[src/rtl/pong_match_timer.sv]
// Countdown match timer with one-second prescaler, pause, auto-reload and expiry pulse.
// A sequential divider converts the remaining seconds into registered MM:SS BCD digits.
module pong_match_timer #(
  parameter int unsigned TICK_DIV = 100_000_000,
  parameter int unsigned TIME_W   = 12
) (
  input  logic              clk_in,
  input  logic              reset,
  input  logic [TIME_W-1:0] max_time,
  input  logic              start,
  input  logic              pause,
  input  logic              auto_reload,
  output logic [TIME_W-1:0] remaining,
  output logic              running,
  output logic              time_out,
  output logic [3:0]        min_t,
  output logic [3:0]        min_o,
  output logic [3:0]        sec_t,
  output logic [3:0]        sec_o,
  output logic              digits_valid
);

  localparam int unsigned     PreW    = (TICK_DIV > 2) ? $clog2(TICK_DIV) : 1;
  localparam logic [PreW-1:0] PreLast = PreW'(TICK_DIV - 1);

  typedef enum logic [1:0] {StIdle, StRun, StPause, StDone} state_e;

  state_e            state_q, state_d;
  logic [TIME_W-1:0] remaining_q, remaining_d;
  logic [PreW-1:0]   presc_q, presc_d;
  logic              time_out_q, time_out_d;

  always_comb begin
    state_d     = state_q;
    remaining_d = remaining_q;
    presc_d     = presc_q;
    time_out_d  = 1'b0;
    if (start) begin
      remaining_d = max_time;
      presc_d     = '0;
      if (max_time == '0) begin
        time_out_d = 1'b1;
        state_d    = StDone;
      end else begin
        state_d = StRun;
      end
    end else begin
      case (state_q)
        StRun, StPause: begin
          if (pause) begin
            state_d = StPause;
          end else begin
            // Releasing pause counts on the same edge, so a pause costs exactly its length.
            state_d = StRun;
            if (presc_q == PreLast) begin
              presc_d = '0;
              if (remaining_q > TIME_W'(1)) begin
                remaining_d = remaining_q - TIME_W'(1);
              end else begin
                time_out_d = 1'b1;
                if (auto_reload && (max_time != '0)) begin
                  remaining_d = max_time;
                end else begin
                  remaining_d = '0;
                  state_d     = StDone;
                end
              end
            end else begin
              presc_d = presc_q + PreW'(1);
            end
          end
        end
        StDone:  remaining_d = '0;
        default: ;
      endcase
    end
  end

  always_ff @(posedge clk_in) begin
    if (reset) begin
      state_q     <= StIdle;
      remaining_q <= '0;
      presc_q     <= '0;
      time_out_q  <= 1'b0;
    end else begin
      state_q     <= state_d;
      remaining_q <= remaining_d;
      presc_q     <= presc_d;
      time_out_q  <= time_out_d;
    end
  end

  // Digit converter: one subtraction per cycle, digits committed together at the end.
  logic [TIME_W-1:0] last_q, last_d;
  logic [11:0]       work_q, work_d;
  logic [6:0]        mins_q, mins_d;
  logic [2:0]        st_cnt_q, st_cnt_d, mt_cnt_q, mt_cnt_d;
  logic              busy_q, busy_d, valid_q, valid_d;
  logic [3:0]        min_t_q, min_t_d, min_o_q, min_o_d, sec_t_q, sec_t_d, sec_o_q, sec_o_d;

  always_comb begin
    last_d   = last_q;
    work_d   = work_q;
    mins_d   = mins_q;
    st_cnt_d = st_cnt_q;
    mt_cnt_d = mt_cnt_q;
    busy_d   = busy_q;
    valid_d  = valid_q;
    min_t_d  = min_t_q;
    min_o_d  = min_o_q;
    sec_t_d  = sec_t_q;
    sec_o_d  = sec_o_q;
    if (remaining_q != last_q) begin
      // New value (possibly mid-conversion): restart from a fresh snapshot.
      last_d   = remaining_q;
      work_d   = 12'(remaining_q);
      mins_d   = '0;
      st_cnt_d = '0;
      mt_cnt_d = '0;
      busy_d   = 1'b1;
      valid_d  = 1'b0;
    end else if (busy_q) begin
      if (work_q >= 12'd60) begin
        work_d = work_q - 12'd60;
        mins_d = mins_q + 7'd1;
      end else if (work_q >= 12'd10) begin
        work_d   = work_q - 12'd10;
        st_cnt_d = st_cnt_q + 3'd1;
      end else if (mins_q >= 7'd10) begin
        mins_d   = mins_q - 7'd10;
        mt_cnt_d = mt_cnt_q + 3'd1;
      end else begin
        min_t_d = {1'b0, mt_cnt_q};
        min_o_d = mins_q[3:0];
        sec_t_d = {1'b0, st_cnt_q};
        sec_o_d = work_q[3:0];
        busy_d  = 1'b0;
        valid_d = 1'b1;
      end
    end
  end

  always_ff @(posedge clk_in) begin
    if (reset) begin
      last_q   <= '0;
      work_q   <= '0;
      mins_q   <= '0;
      st_cnt_q <= '0;
      mt_cnt_q <= '0;
      busy_q   <= 1'b0;
      valid_q  <= 1'b1;
      min_t_q  <= '0;
      min_o_q  <= '0;
      sec_t_q  <= '0;
      sec_o_q  <= '0;
    end else begin
      last_q   <= last_d;
      work_q   <= work_d;
      mins_q   <= mins_d;
      st_cnt_q <= st_cnt_d;
      mt_cnt_q <= mt_cnt_d;
      busy_q   <= busy_d;
      valid_q  <= valid_d;
      min_t_q  <= min_t_d;
      min_o_q  <= min_o_d;
      sec_t_q  <= sec_t_d;
      sec_o_q  <= sec_o_d;
    end
  end

  assign remaining    = remaining_q;
  assign running      = (state_q == StRun);
  assign time_out     = time_out_q;
  assign min_t        = min_t_q;
  assign min_o        = min_o_q;
  assign sec_t        = sec_t_q;
  assign sec_o        = sec_o_q;
  assign digits_valid = valid_q;

endmodule

[config.mk]
export PLATFORM = sky130hd
export DESIGN_NAME = pong_match_timer
export DESIGN_NICKNAME = d
export VERILOG_FILES = /design/src/rtl/pong_match_timer.sv
export SDC_FILE = /design/constraint.sdc
export NUM_CORES = 1
export LEC_CHECK = 0
export ABC_CLOCK_PERIOD_IN_PS = 2460
export BUFFER_PORTS_ARGS = -buffer_cell sky130_fd_sc_hd__buf_2
export CAP_MARGIN = 20
export CORE_MARGIN = 2
export CORE_UTILIZATION = 35
export DETAILED_ROUTE_END_ITERATION = 6
export GPL_TIMING_DRIVEN = 0
export RECOVER_POWER = 100
export SETUP_SLACK_MARGIN = 0.15
export SKIP_CTS_REPAIR_TIMING = 1
export SYNTH_ARGS = -nofsm -noshare
export SYNTH_HDL_FRONTEND = slang
export SYNTH_SLANG_ARGS = --single-unit
[constraint.sdc]
create_clock -name clk_in -period 2.46 [get_ports clk_in]
set_input_delay 0.123 -clock clk_in [delete_from_list [all_inputs] [get_ports clk_in]]
set_output_delay 0.123 -clock clk_in [all_outputs]
set_load 0.05 [all_outputs]
# --- Word-level counts from Yosys, hierarchy flattened ---
# Cells that the tools add are included.
op_classes:
  add_sub_neg: 8
  n_lt_le_gt_ge: 4
  n_eq_ne: 11
  mux: 37
  n_bitwise: 5
  n_reduce_logical: 19
ops:
  columns: ["op", "n"]
  rows:
  - ["$mux W12", 9]
  - ["$add A27 B1 Y27 const B", 1]
  - ["$eq A27 B27 Y1 const B", 1]
  - ["$mux W27", 1]
  - ["$pmux W12 S2", 1]
  - ["$mux W7", 3]
  - ["$mux W1", 16]
  - ["$mux W2", 7]
  - ["$ge A12 B4 Y1 const B", 1]
  - ["$ge A12 B6 Y1 const B", 1]
  - ["$gt A12 B1 Y1 const B", 1]
  - ["$logic_not A12 Y1", 1]
  - ["$ne A12 B12 Y1", 1]
  - ["$reduce_bool A12 Y1", 1]
  - ["$sub A12 B1 Y12 const B", 1]
  - ["$sub A12 B4 Y12 const B", 1]
  - ["$sub A12 B6 Y12 const B", 1]
  - ["$reduce_and A3 Y1", 3]
  - ["$ne A2 B2 Y1 const B", 4]
  - ["$reduce_and A4 Y1", 2]
  - ["$add A7 B1 Y7 const B", 1]
  - ["$ge A7 B4 Y1 const B", 1]
  - ["$sub A7 B4 Y7 const B", 1]
  - ["$add A3 B1 Y3 const B", 2]
  - ["10 further kinds", 22]
word_totals:
  register_bits: 95

# --- Longest topological paths before layout ---
logic_depth:
  word_depth: 8
  mapped_depth: 9
  mapped_depth_nobuf: 8

# --- Worst setup path before layout ---
# OpenSTA, ideal clock, no wires.
synth_timing:
  kind: "register to register"
  startpoint: "register remaining_q[10] (netlist: remaining[10])"
  endpoint: "register min_o_q[0] (netlist: min_o[0])"
  setup_ns: 0.128
  arrival_time_ns: 2.361
  required_time_ns: 2.332
  setup_slack_ns: -0.029
  path_stages_with_launch: 9
  cell_sequence: "dfxtp_1 clkbuf_1 xor2_1 nor4_4 nand3_4 nor4_4 buf_6 mux2i_1 nor2_1"
synth_between:
  elab_chain_cells: 3
synth_lines:
  columns: ["item", "line", "text"]
  rows:
  - ["start: declaration", "29", "logic [TIME_W-1:0] remaining_q, remaining_d;"]
  - ["start signal: assignment", "87", "remaining_q <= remaining_d;"]
  - ["$ne A12 B12 Y1", "113", "if (remaining_q != last_q) begin"]
  - ["$not A1 Y1 (no source line)", null, null]
  - ["$reduce_and A5 Y1 (no source line)", null, null]
  - ["end signal: assignment", "165", "min_o_q <= min_o_d;"]
  - ["end: declaration", "99", "logic [3:0] min_t_q, min_t_d, min_o_q, min_o_d, sec_t_q, sec_t_d, sec_o_q, sec_o_d;"]
# No other way between the ends.
# A chain may end at the register's enable or synchronous reset.

# --- Worst setup path in the final report ---
layout_timing:
  startpoint: "register remaining_q[0] (netlist: remaining[0])"
  endpoint: "register remaining_q[8] (netlist: remaining[8])"
layout_between:
  elab_chain_cells: 6
  elab_cells_between_ends: 7
  cone_classes: "add/sub: 1; order compare: 1; mux: 5"
layout_lines:
  columns: ["item", "line", "text"]
  rows:
  - ["$sub A12 B1 Y12 or $gt A12 B1 Y1 (tied branches)", "58, 57", null]
  - ["$mux W12 *", "57", "if (remaining_q > TIME_W'(1)) begin"]
  - ["$mux W12 *", "55", "if (presc_q == PreLast) begin"]
  - ["$mux W12 *", "50", "if (pause) begin"]
  - ["$pmux W12 S2 *", "48", "case (state_q)"]
  - ["$mux W12 *", "38", "if (start) begin"]
# Every way passes the cells marked *; elsewhere a longest branch is shown, timed or not. The select of a mux whose other input is x is not followed.

==> results.md <==
- CTS H-tree lvls: 3
- Place WS: -0.4449 ns
- Synth top area share: 37.75%
- Internal: 2663 uW
- Endpoint type of the worst setup path: flip-flop
- Via count: 4,483
- Gate power share: 21.6%
- List of most frequent post-synthesis cells: dfxtp_1, nor2_1, nand2_1
- Post-layout min period: 2.280 ns
- PwrDens: 646.9 mW/mm^2
- Max_slew headroom: 57.84%
- Setup CP Type: flip-flop to flip-flop
- CTS tree: yes
- Finished Core Util: 42.76%
- Drc violations: 0
- Initial Util: 36.02%
- Peak Freq: 438.6 MHz
- Syn Area/Cell: 8.584 sq um
- Worst clock skew: 0.009259 ns
- Leakage Power: 0.002178 uW
- Flops & latches, synth: 95
- Fill cell count: 1,425
- Sw power: 1207 uW
- Final setup viols: 0
- Syn Std Cell Area: 0.005039 sq mm
- Net Sw Frac: 31.19%
- GR Overflow Total: 0
- Clk buf depth: 2
- Startpoint types: flip-flop
- Seq/Total Area, Yosys: 37.75%
- Ant diodes: 0
- Most common cell in the netlist: dfxtp_1
- Max cap viols: 0
- Layout net count: 681
- Ys async rst share: 0%
- Arr. time, crit path: 2.49 ns
- EDFF count, synth: 0
- Critical path required time: 2.67 ns
- Clock Sinks: 95
- Tightest Hold Check Type: input port to flip-flop
- Crit share post-route: 92.68%
- Unrepaired setup endpoints after global routing: yes
- WL/cell: 15.45 microns
- Input/output buffers: 44
- Final GP Congestion: 0.8967
- Share of post-route cells with drive strength above 1: 15.75%
- Vias in the first global route: 4,358
- DRT Pass-1 Iters: 4
- CTS clk-pin slew, worst paths: 0.07 ns
- Cell Rows: 43
- Pwr Total: 3870 uW
- Die area: 0.01537 sq mm
- Synth unique cells: 69
- Num CTS Buffers: 9
- Final hold violation count: 0
- Ports: 48
- First-pass GRT wire length: 21,080 microns
- Ranking of synthesized cells by area: dfxtp_1, nor2_1, xor2_1
- Latest clock arrival within the worst-skew pair: 0.35 ns
- Drt total wl: 12,890 microns
- Status: finished, final reports clean
- Die W: 124.0 microns
- Gate Count Post-Synth: 587
- Seq pwr share: 43.1%
- Antenna viol nets, final: 0
- Peak VDD IR: 0.2904 mV
- Initial antenna violation count: 0
- Global Route Usage Sum: 17.29%
- Clock root buffer master: clkbuf_16
- Routed vias/inst: 5.375
- Clock Power Share: 35.3%
- Worst-margin pin slew: 0.6352 ns
- Post-DP HPWL: 9379 microns
- Fin. max-slew vios: 0
- DR iter-0 viols: 219
- Area grow syn2layout: 18.72%
- Area leader, netlist: dfxtp_1
- Fin worst setup slack: 0.1800 ns
- Largest net degree at the start of global routing: 16
- Die span in y: 124.0 microns
- Ys Warns: 0
- Most used flip-flop cell after synthesis: dfxtp_1
- Crit Path Max Fanout: 8
- Core ar.: 0.01399 sq mm
per-stage QoR:
step | hold slack (ns) | setup TNS, ns | area, sq um | std cells
detailed placement | 0.4174 | -13.48 | 5502 | 812
CTS | 0.05510 | -14.22 | 5797 | 828
global route | 0.07076 | 0 | 5982 | 834
global placement | 0.4215 | -11.63 | 5502 | 812
floorplan | 0.2592 | 0 | 5056 | 588
finish | 0.06451 | 0 | 5982 | 834
final timing paths:
check             cells after the start  slack, ns         start            end
setup / recovery                      8       0.18  remaining[0]   remaining[8]
hold / removal                        3       0.06  max_time[11]  remaining[11]
setup reg to reg                      8       0.18  remaining[0]   remaining[8]
hold reg to reg                       2       0.48     mins_q[6]      mins_q[6]
metal layers:
layer  vias to the layer above  GRT usage (%)  routed length [microns]
li1                       2204              -                        -
met1                      2170          22.17                     5884
met2                        95          28.71                     6172
met3                        14          3.251                      653
met4                         0          6.882                      176
met5                         -              0                        0
cell families after synthesis:
| kind of cell | after synthesis | share of synthesized area, % |
|---|---|---|
| adders and majority gates | 15 | 3.725 |
| AOI/OAI and AO/OA | 107 | 14.53 |
| and+or+nand+nor | 251 | 26.47 |
| buffers and inverters | 46 | 4.147 |
| DFF | 95 | 37.75 |
| other | 1 | 0.07443 |
| muxes | 20 | 3.973 |
| xor gates and xnor gates | 52 | 9.337 |
registers in the layout, indices dropped and copies added (netlist names):
signal        flops
presc_q          27
last_q           12
remaining        12
work_q           12
mins_q            7
min_o             4
sec_o             4
min_t             3
mt_cnt_q          3
sec_t             3
st_cnt_q          3
state_q           2
busy_q            1
digits_valid      1
time_out          1
power by group through the flow:
stage          Combinational, uW  Sequential, uW  Clock [uW]
6_report                     837            1670        1370
5_1_grt                      907            1680        1460
4_1_cts                      797            1650        1390
3_5_place_dp                 792            1690           0
3_3_place_gp                 783            1680           0
2_1_floorplan                551            1740           0
cells in the final DEF (no fill, tap or decap), types with 9 or more instances in the layout:
cell type  netlist  final
a21oi_1         27     25
xor2_1          29     29
inv_1           18     17
xnor2_1         21     21
nor3_1          21     17
nand2_1         40     39
or3_1            9      9
o21ai_0         12     12
buf_2            5     19
clkbuf_16        0      9
mux2i_1         20     20
nor2b_1         16     16
clkbuf_1        17     41
buf_4            2     11
nand3_1         12     11
dfxtp_1         95     85
nor2_1          92     90
ha_1            15     15
nand4_1         10     10
dfxtp_2          0     10
area by class of cell:
type / count / area [sq um] / area share [%]
Multi-Input combinational cell: 447 / 3092 / 51.68
Timing Repair Buffer: 53 / 247.7 / 4.141
Clock inverter: 4 / 28.78 / 0.4811
Buffer: 25 / 140.1 / 2.343
Inverter: 18 / 67.56 / 1.129
Sequential cell: 95 / 1914 / 32.00
Clock buffer: 12 / 266.5 / 4.455
Tap cell: 180 / 225.2 / 3.765
critical path: stages (launching register included):
cell      delay, ns
dfxtp_2        0.37
inv_1          0.11
ha_1           0.24
nor2_1         0.12
or4_4          0.52
o21ai_2        0.35
nor2_1         0.10
a211oi_1       0.25
nor3_1         0.08
Power figures use the tool's default switching activity.
